==> src/rtl/dual_nand4_bist_pkg.sv <==
// Shared types and helpers for the dual 4-input NAND self-test engine.
package dual_nand4_bist_pkg;

  typedef enum logic [1:0] {
    IDLE   = 2'd0,
    APPLY  = 2'd1,
    CHECK  = 2'd2,
    FINISH = 2'd3
  } state_e;

  // Fibonacci taps q7, q5, q4, q3
  localparam logic [7:0] LFSR_TAPS = 8'hB8;

  localparam int unsigned GRP_W  = 4;
  localparam int unsigned P1_LSB = 0;
  localparam int unsigned P2_LSB = 4;

  // Expected NAND outputs for a vector: [0]=p1y, [1]=p2y
  function automatic logic [1:0] nand_ref(input logic [7:0] v);
    return {~&v[P2_LSB +: GRP_W], ~&v[P1_LSB +: GRP_W]};
  endfunction

endpackage

==> src/rtl/bist_lfsr8.sv <==
// 8-bit Fibonacci LFSR with synchronous load and advance enable.
module bist_lfsr8
  import dual_nand4_bist_pkg::*;
(
  input  logic       clk,
  input  logic       rst_n,
  input  logic       load,
  input  logic       en,
  input  logic [7:0] seed,
  output logic [7:0] q
);

  always_ff @(posedge clk or negedge rst_n) begin
    if (!rst_n) begin
      q <= 8'h00;
    end else if (load) begin
      q <= seed;
    end else if (en) begin
      q <= {q[6:0], ^(q & LFSR_TAPS)};
    end
  end

endmodule

==> src/rtl/dual_nand4_bist.sv <==
// Self-test engine driving and checking the dual 4-input NAND block.
// DUAL_NAND4_BIST_EXHAUSTIVE_EN selects a 00..FF counter instead of the LFSR.
module dual_nand4_bist
  import dual_nand4_bist_pkg::*;
#(
  parameter int unsigned NUM_VECTORS   = 16,
  parameter int unsigned SETTLE_CYCLES = 1,
  parameter logic [7:0]  LFSR_SEED     = 8'hA5,
  parameter int unsigned ERR_W         = 8
) (
  input  logic             clk,
  input  logic             rst_n,
  input  logic             start,
  output logic [7:0]       dut_in,
  input  logic [1:0]       dut_y,
  output logic             busy,
  output logic             done,
  output logic             pass,
  output logic [ERR_W-1:0] err_count,
  output logic [7:0]       first_fail,
  output logic             fail_valid
);

`ifdef DUAL_NAND4_BIST_EXHAUSTIVE_EN
  localparam int unsigned NV = 256;
`else
  localparam int unsigned NV = NUM_VECTORS;
`endif
  localparam logic [7:0]  LAST_IDX = 8'(NV - 1);
  localparam int unsigned SET_W    = (SETTLE_CYCLES > 1) ? $clog2(SETTLE_CYCLES) : 1;
  localparam logic [SET_W-1:0] SET_LAST = SET_W'(SETTLE_CYCLES - 1);
  localparam int unsigned SUM_W    = ERR_W + 1;

  state_e             state_q, state_d;
  logic [SET_W-1:0]   settle_q, settle_d;
  logic [7:0]         idx_q, idx_d;
  logic [ERR_W-1:0]   err_q, err_d;
  logic [7:0]         ff_q, ff_d;
  logic               fv_q, fv_d;
  logic               busy_q, busy_d;
  logic               done_q, done_d;
  logic               pass_q, pass_d;
  logic               src_load_c, src_adv_c;
  logic [7:0]         vec;
  logic [1:0]         exp_c, mism_c;
  logic [SUM_W-1:0]   err_sum_c;
  logic [ERR_W-1:0]   err_sat_c;

`ifdef DUAL_NAND4_BIST_EXHAUSTIVE_EN
  always_ff @(posedge clk or negedge rst_n) begin
    if (!rst_n) begin
      vec <= 8'h00;
    end else if (src_load_c) begin
      vec <= 8'h00;
    end else if (src_adv_c) begin
      vec <= vec + 8'd1;
    end
  end
`else
  localparam logic [7:0] SEED_EFF = (LFSR_SEED == 8'h00) ? 8'h01 : LFSR_SEED;

  bist_lfsr8 u_lfsr (
    .clk   (clk),
    .rst_n (rst_n),
    .load  (src_load_c),
    .en    (src_adv_c),
    .seed  (SEED_EFF),
    .q     (vec)
  );
`endif

  // Unknown output bits never match, so they are scored as errors
  always_comb begin
    exp_c = nand_ref(vec);
    for (int i = 0; i < 2; i++) begin
      mism_c[i] = (dut_y[i] === exp_c[i]) ? 1'b0 : 1'b1;
    end
    err_sum_c = {1'b0, err_q} + SUM_W'(mism_c[0]) + SUM_W'(mism_c[1]);
    err_sat_c = err_sum_c[ERR_W] ? {ERR_W{1'b1}} : err_sum_c[ERR_W-1:0];
  end

  always_ff @(posedge clk or negedge rst_n) begin
    if (!rst_n) begin
      state_q  <= IDLE;
      settle_q <= '0;
      idx_q    <= 8'h00;
      err_q    <= '0;
      ff_q     <= 8'h00;
      fv_q     <= 1'b0;
      busy_q   <= 1'b0;
      done_q   <= 1'b0;
      pass_q   <= 1'b0;
    end else begin
      state_q  <= state_d;
      settle_q <= settle_d;
      idx_q    <= idx_d;
      err_q    <= err_d;
      ff_q     <= ff_d;
      fv_q     <= fv_d;
      busy_q   <= busy_d;
      done_q   <= done_d;
      pass_q   <= pass_d;
    end
  end

  always_comb begin
    state_d    = state_q;
    settle_d   = settle_q;
    idx_d      = idx_q;
    err_d      = err_q;
    ff_d       = ff_q;
    fv_d       = fv_q;
    busy_d     = busy_q;
    done_d     = done_q;
    pass_d     = pass_q;
    src_load_c = 1'b0;
    src_adv_c  = 1'b0;
    case (state_q)
      IDLE, FINISH: begin
        if (start) begin
          state_d    = APPLY;
          src_load_c = 1'b1;
          settle_d   = '0;
          idx_d      = 8'h00;
          err_d      = '0;
          ff_d       = 8'h00;
          fv_d       = 1'b0;
          busy_d     = 1'b1;
          done_d     = 1'b0;
          pass_d     = 1'b0;
        end
      end
      APPLY: begin
        if (settle_q == SET_LAST) begin
          state_d = CHECK;
        end else begin
          settle_d = settle_q + SET_W'(1);
        end
      end
      CHECK: begin
        err_d = err_sat_c;
        if ((mism_c != 2'b00) && !fv_q) begin
          ff_d = vec;
          fv_d = 1'b1;
        end
        if (idx_q == LAST_IDX) begin
          state_d = FINISH;
          busy_d  = 1'b0;
          done_d  = 1'b1;
          pass_d  = (err_sat_c == '0);
        end else begin
          state_d   = APPLY;
          idx_d     = idx_q + 8'd1;
          settle_d  = '0;
          src_adv_c = 1'b1;
        end
      end
      default: state_d = IDLE;
    endcase
  end

  assign dut_in     = vec;
  assign busy       = busy_q;
  assign done       = done_q;
  assign pass       = pass_q;
  assign err_count  = err_q;
  assign first_fail = ff_q;
  assign fail_valid = fv_q;

endmodule

==> config.mk <==
export PLATFORM = sky130hd
export DESIGN_NAME = dual_nand4_bist
export DESIGN_NICKNAME = d
export VERILOG_FILES = /design/src/rtl/dual_nand4_bist_pkg.sv /design/src/rtl/bist_lfsr8.sv /design/src/rtl/dual_nand4_bist.sv
export SDC_FILE = /design/constraint.sdc
export NUM_CORES = 1
export LEC_CHECK = 0
export ABC_AREA = 1
export BUFFER_PORTS_ARGS = -buffer_cell sky130_fd_sc_hd__buf_2
export CORE_MARGIN = 1.5
export CORE_UTILIZATION = 56
export CTS_CLUSTER_DIAMETER = 50
export DETAILED_ROUTE_END_ITERATION = 8
export PLACE_DENSITY = 0.88
export SETUP_SLACK_MARGIN = 0.02
export SYNTH_ARGS = -nofsm -noshare
export SYNTH_HDL_FRONTEND = slang
export SYNTH_SLANG_ARGS = --single-unit
==> constraint.sdc <==
create_clock -name clk -period 2.48 [get_ports clk]
set_input_delay 0.744 -clock clk [delete_from_list [all_inputs] [get_ports clk]]
set_output_delay 0.744 -clock clk [all_outputs]
set_load 0.005 [all_outputs]
Yosys cells after proc, flatten, opt, wreduce, memory -nomap -nowiden
Cells that the tools add are included.
{"block": "op_classes", "n_reduce_logical": 19, "n_eq_ne": 11, "muxes": 32, "add_sub_neg": 4}
{"cell": "$mux W8", "n": 6}
{"cell": "$pmux W8 S2", "n": 3}
{"cell": "$mux W1", "n": 14}
{"cell": "$ne A2 B2 Y1 const B", "n": 5}
{"cell": "$add A8 B1 Y9", "n": 1}
{"cell": "$add A9 B1 Y9", "n": 1}
{"cell": "$reduce_and A3 Y1", "n": 3}
{"cell": "$add A8 B1 Y8 const B", "n": 1}
{"cell": "$eq A8 B4 Y1 const B", "n": 1}
{"cell": "$logic_not A8 Y1", "n": 1}
{"cell": "$pmux W1 S2", "n": 4}
{"cell": "$reduce_and A4 Y1", "n": 2}
{"cell": "$reduce_xor A8 Y1", "n": 1}
{"cell": "$mux W2", "n": 3}
{"cell": "$pmux W2 S3", "n": 1}
{"cell": "$reduce_and A2 Y1", "n": 3}
{"cell": "$reduce_bool A2 Y1", "n": 3}
{"cell": "$eq A2 B2 Y1 const B", "n": 2}
{"cell": "$logic_not A1 Y1", "n": 3}
{"cell": "$pmux W1 S3", "n": 1}
{"cell": "$eq A2 B1 Y1 const B", "n": 1}
{"cell": "$eqx A1 B1 Y1", "n": 2}
{"cell": "$logic_not A2 Y1", "n": 1}
{"cell": "$reduce_or A2 Y1", "n": 1}
{"cell": "2 further kinds", "n": 2}
{"block": "word_totals", "input_bits": 5, "out_inout_bits": 28, "register_bits": 39, "wordCells": 76}

Logic depth before layout (Yosys ltp)
{"block": "logic_depth", "word_depth": 10, "ltp_mapped": 15, "mapped_depth_nobuf": 15}

Modules after synthesis
From an unflattened synthesis, not the netlist that was laid out.
{"block": "unflattened", "cells_unflattened": 279, "hier_area_um2": 2162.1}
{"module": "dual_nand4_bist", "cells_each": 223, "seq_area_each_um2": 750.7, "area_each_um2": 1737.9, "n_inst": 1}
{"module": "bist_lfsr8", "cells_each": 56, "seq_area_each_um2": 200.2, "area_each_um2": 424.2, "n_inst": 1}

Least setup slack after synthesis
OpenSTA, ideal clock, no wires.
{"block": "synth_path", "kind": "in2reg", "from": "input port dut_y[0]", "to": "register pass_q (netlist: pass)", "t_arrival_ns": 2.135, "path_slack_ns": 0.225, "required_time_ns": 2.360, "n_path_buf": 0, "setup_ns": 0.120, "cell_stages": 13, "cell_sequence": "o21bai_1 > nand2_1 > inv_1 > fa_1 > inv_1 > ha_1 > nand2_1 > inv_1 > nand3_1 > nand2_1 > nor2_1 > nand4_1 > nand2_1"}
{"block": "synth_between", "elab_chain_len": 8}
{"item": "start, declared", "line_no": "dual_nand4_bist.sv:15", "text": "input logic [1:0] dut_y,"}
{"item": "$eqx A1 B1 Y1", "line_no": "dual_nand4_bist.sv:76", "text": "mism_c[i] = (dut_y[i] === exp_c[i]) ? 1'b0 : 1'b1;"}
{"item": "$mux W1", "line_no": "dual_nand4_bist.sv:76"}
{"item": "$add A8 B1 Y9", "line_no": "dual_nand4_bist.sv:78", "text": "err_sum_c = {1'b0, err_q} + SUM_W'(mism_c[0]) + SUM_W'(mism_c[1]);"}
{"item": "$add A9 B1 Y9", "line_no": "dual_nand4_bist.sv:78"}
{"item": "$mux W8", "line_no": "dual_nand4_bist.sv:79", "text": "err_sat_c = err_sum_c[ERR_W] ? {ERR_W{1'b1}} : err_sum_c[ERR_W-1:0];"}
{"item": "$logic_not A8 Y1", "line_no": "dual_nand4_bist.sv:150", "text": "pass_d = (err_sat_c == '0);"}
{"item": "$mux W1", "line_no": "dual_nand4_bist.sv:146", "text": "if (idx_q == LAST_IDX) begin"}
{"item": "$pmux W1 S2", "line_no": "dual_nand4_bist.sv:118", "text": "case (state_q)"}
{"item": "end signal, assigned", "line_no": "dual_nand4_bist.sv:102", "text": "pass_q <= pass_d;"}
{"item": "end, declared", "line_no": "dual_nand4_bist.sv:42", "text": "logic pass_q, pass_d;"}
Every way passes these cells. The select of a mux whose other input is x is not followed.
A chain may end at the register's enable or synchronous reset.

Worst setup path after layout
{"block": "layout_path", "from": "register u_lfsr.q[5]", "to": "register pass_q (netlist: pass)"}
{"block": "layout_between", "elab_chain_len": 9}
{"item": "start, declared", "line_no": "bist_lfsr8.sv:10", "text": "output logic [7:0] q"}
{"item": "start signal, assigned", "line_no": "bist_lfsr8.sv:19", "text": "q <= {q[6:0], ^(q & LFSR_TAPS)};"}
{"item": "$reduce_and A4 Y1", "line_no": "dual_nand4_bist_pkg.sv:20", "text": "return {~&v[P2_LSB +: GRP_W], ~&v[P1_LSB +: GRP_W]};"}
{"item": "$logic_not A1 Y1", "line_no": "dual_nand4_bist_pkg.sv:20"}
{"item": "$eqx A1 B1 Y1", "line_no": "dual_nand4_bist.sv:76"}
{"item": "$mux W1", "line_no": "dual_nand4_bist.sv:76"}
{"item": "$add A9 B1 Y9", "line_no": "dual_nand4_bist.sv:78"}
{"item": "$mux W8", "line_no": "dual_nand4_bist.sv:79"}
{"item": "$logic_not A8 Y1", "line_no": "dual_nand4_bist.sv:150"}
{"item": "$mux W1", "line_no": "dual_nand4_bist.sv:146"}
{"item": "$pmux W1 S2", "line_no": "dual_nand4_bist.sv:118"}
Every way passes these cells. The select of a mux whose other input is x is not followed.

==> impl_results.md <==
* Yosys reg bits at 38
* Endpoint of the worst-slack reg-to-reg timing path: pass$_DFFE_PN0P_
* Syn Area/Cell at ~8.0 sq um
* Crit path largest cell delay at around 0.43 ns
* CP required at roughly 2.7 ns
* Die height at 63.5 um
* Post-CTS setup buffer count at 0
* CP max stage cell: dfrtp_1
* Count of unique library cells instantiated by Yosys at 31
* Largest net degree at the start of global routing at 39
* Reg2Reg Depth at 14
* DRT Pass-1 Iters at 4
* PD cells at between 900 and 1000 mW/mm^2
* CP Cell Sequence: ha_2 -> nand3_1 -> nand2_1 -> nand2_1 -> fa_2 -> inv_1 -> ha_1 -> nand2_1 -> inv_1 -> nand3_1 -> nand2_1 -> nor2_1 -> nand4_1 -> nand2_1
* Critical path endpoint: pass$_DFFE_PN0P_
* Area of the multi-input gates at 946 sq um
* CP Launch Type: flip-flop
* Starting density of the core at approximately three fifths
* Vias in the first global route at 1647
* Worst EP arrival at approximately 2.4 ns
* Die width at approximately 64 um
* # fillers at around 280
* Hold WC Path Type: in -> async
* Cell count after synthesis at 255
* Top Ports at 33
* Fin crit share at 87.8%
* Final Skew at ~0.009 ns
* Slew Limit Fails at 0
* Share of cells above drive strength 1 at 19.4%
* Syn Nets at between 200 and 300
* Syn Std Cell Area at 0.00205 sq mm
* Warnings, synthesis at 0
* Inst Count DP at approximately 330
* Initial DRC count at approximately 140
* Final min period at 2.18 ns
* DRC Markers at 0
* Critical Path End Type: flip-flop
* Row Count at 21
* EDFF count, synth at 0
* CTS HTree Levels at 2
* Placed inst area at around 0.0023 sq mm
* Hold Vio Cnt, Final at 0
* Via density at approximately 5.3
* Via Count at around 1800
* Grt ovf at 0
* All-layer global routing usage at 23.3%
* Fin nets at between 300 and 400
* Crit path from: u_lfsr.q[5]$_DFFE_PN0P_
* Final setup vio count at 0
* P_leak at ~1.3 nW
* P&R area growth vs syn at 14.6%
* RSZ-0062 raised after global routing: no
* Status: completed
* RR Startpoint: u_lfsr.q[5]$_DFFE_PN0P_
* Finished Core Util at 68.8%
* Clock buffer depth at 2
* Post-synthesis async set-or-reset flop share at between 90% and 100%
* Skew-Pair Late Insertion Delay at between 0.3 and 0.4 ns
* Antenna Diode Count at 0
* Crit Path Class: reg -> reg
* Root buffer cell: clkbuf_4
* Clock Sinks at 38
* Final Instance Area at between 0.002 and 0.0025 sq mm
* Antenna violations before repair at 0
* Total CTS buffers at 5
* Per-cell routed wire length at 12.5 um
* Final std cells w/o fill at 340
* Core area at between 0.003 and 0.004 sq mm
* CTS Hold Bufs at 0
* Critical path's most frequent cell: nand2_1
* Critical Path Fanout Max at 4
* Die Area at ~0.004 sq mm
* Clock-pin slew on the worst setup and hold paths at 0.11 ns
* # Max-Cap Violations at 0
* Register area share after synthesis at 46.4%
* Achievable Freq at between 0.4 and 0.5 GHz
* GP Congestion at around 0.88
* Peak supply drop at slightly above 0.6 mV
* Storage element area at 951 sq um
* HPWL Detailed at slightly above 3000 um
* R2r setup slk at around 0.3 ns
* First-pass GRT wire length at between 7000 and 8000 um
* Worst slew margin at between 40 and 50%
* Remaining antenna violation count after routing at 0
* DRT Wirelength at about 4300 um
* Sum of negative setup slack at 0 ns
* # port buffers at 32
* TritonCTS clock tree: yes
* Post-synth top flop: dfrtp_1
* Worst Tran Pin Value at around 0.8 ns
power breakdown:
group	switching [mW]	total, mW	internal, mW
Sequential	0.119	0.877	0.758
Clock	0.206	0.441	0.235
Combinational	0.567	0.888	0.322
timing repair:
item,in CTS,in global routing
endpoints found under the hold margin,0,0
resized for setup,0,4
setup endpoints to repair,0,2
worst max-delay path, delay by kind of cell, from the launching register on:
kind	cells	cell delay (ns)
buffers and inverters	2	0.15
adder cells (fa/ha/maj)	3	0.75
AND/OR/NAND/NOR	9	0.76
flip-flops	1	0.43
cells in the final DEF, fill, tap and decap left out, types with 2 or more instances in the layout:
master and n:
clkbuf_4 5, ha_1 5, nand3_1 16, inv_2 2
buf_2 32, buf_4 3, o21ai_0 20, o21ai_1 3
nand4_1 10, inv_1 28, dfrtp_1 38, xor2_1 3
nor3_1 3, a22oi_1 3, o21ai_2 3, o22ai_1 4
a21oi_1 2, nor2_4 2, nor2_1 20, xnor2_1 2
nand2_1 76
area by class of cell:
type | count | area share [%]
inverters | 33 | 5.59
clock inverters | 1 | 1.28
repair buffers | 35 | 7.77
flip-flops and latches | 38 | 40.5
multi-input cells | 181 | 40.3
clock buffers | 6 | 2.18
well taps | 46 | 2.45
state kept, by name, summed over array words and instances, names as in the netlist:
| register | cells |
|---|---|
| err_count | 8 |
| first_fail | 8 |
| idx_q | 8 |
| u_lfsr.q | 8 |
| state_q | 2 |
| busy | 1 |
| done | 1 |
| fail_valid | 1 |
| pass | 1 |
cell usage after synthesis (2+ instances only):
library cell	count	area (sq um)
nand2_1	76	285
dfrtp_1	38	951
inv_1	29	109
o21ai_0	21	105
nor2_1	20	75.1
nand3_1	16	80.1
nand4_1	10	62.6
ha_1	6	75.1
o22ai_1	4	25.0
a22oi_1	3	22.5
nor3_1	3	15.0
o21ai_2	3	26.3
xor2_1	3	26.3
a21oi_1	2	10.0
buf_6	2	22.5
nor2_4	2	22.5
o21ai_1	2	10.0
xnor2_1	2	17.5
worst min-delay path by stage:
| stage | cells after the start | start | end | slack, ns |
|---|---|---|---|---|
| finish | 1 | rst_n | err_count[6]$_DFFE_PN0P_ | 0.47 |
| global placement | 2 | first_fail[1]$_DFFE_PN0P_ | first_fail[1]$_DFFE_PN0P_ | 0.45 |
| global route | 2 | first_fail[1]$_DFFE_PN0P_ | first_fail[1]$_DFFE_PN0P_ | 0.50 |
| floorplan | 0 | rst_n | busy$_DFFE_PN0P_ | 0.45 |
| CTS | 2 | first_fail[1]$_DFFE_PN0P_ | first_fail[1]$_DFFE_PN0P_ | 0.48 |
| detailed placement | 2 | first_fail[1]$_DFFE_PN0P_ | first_fail[1]$_DFFE_PN0P_ | 0.46 |
cell families (layout without fill, tap and decap cells):
kind of cell / after synthesis / count (layout) / share of synthesized area [%]
xor+xnor: 5 / 5 / 2.14
fa+ha+maj: 7 / 7 / 4.64
flops: 38 / 38 / 46.4
simple gates: 130 / 130 / 27.5
buf+inv: 36 / 75 / 7.75
compound gates: 39 / 39 / 11.7
per-stage QoR:
| step | power [mW] | worst slack [ns] | hold slack [ns] |
|---|---|---|---|
| final | 2.21 | 0.302 | 0.473 |
| after global routing | 2.38 | 0.0718 | 0.500 |
| after CTS | 2.21 | 0.237 | 0.483 |
| after detailed placement | 1.77 | -0.000509 | 0.456 |
| after global placement | 1.74 | 0.0632 | 0.448 |
| after floorplan | 1.50 | 0.225 | 0.448 |
per-layer routing:
metal  GRT usage, %  routed length [um]  vias up
met5              0                   0        -
met4           13.3                  89        0
met3           4.46                 235        9
met2           37.0                2080       55
met1           29.7                1850      843
li1               -                   -      908
No activity file was read; power rests on OpenSTA's default activity.
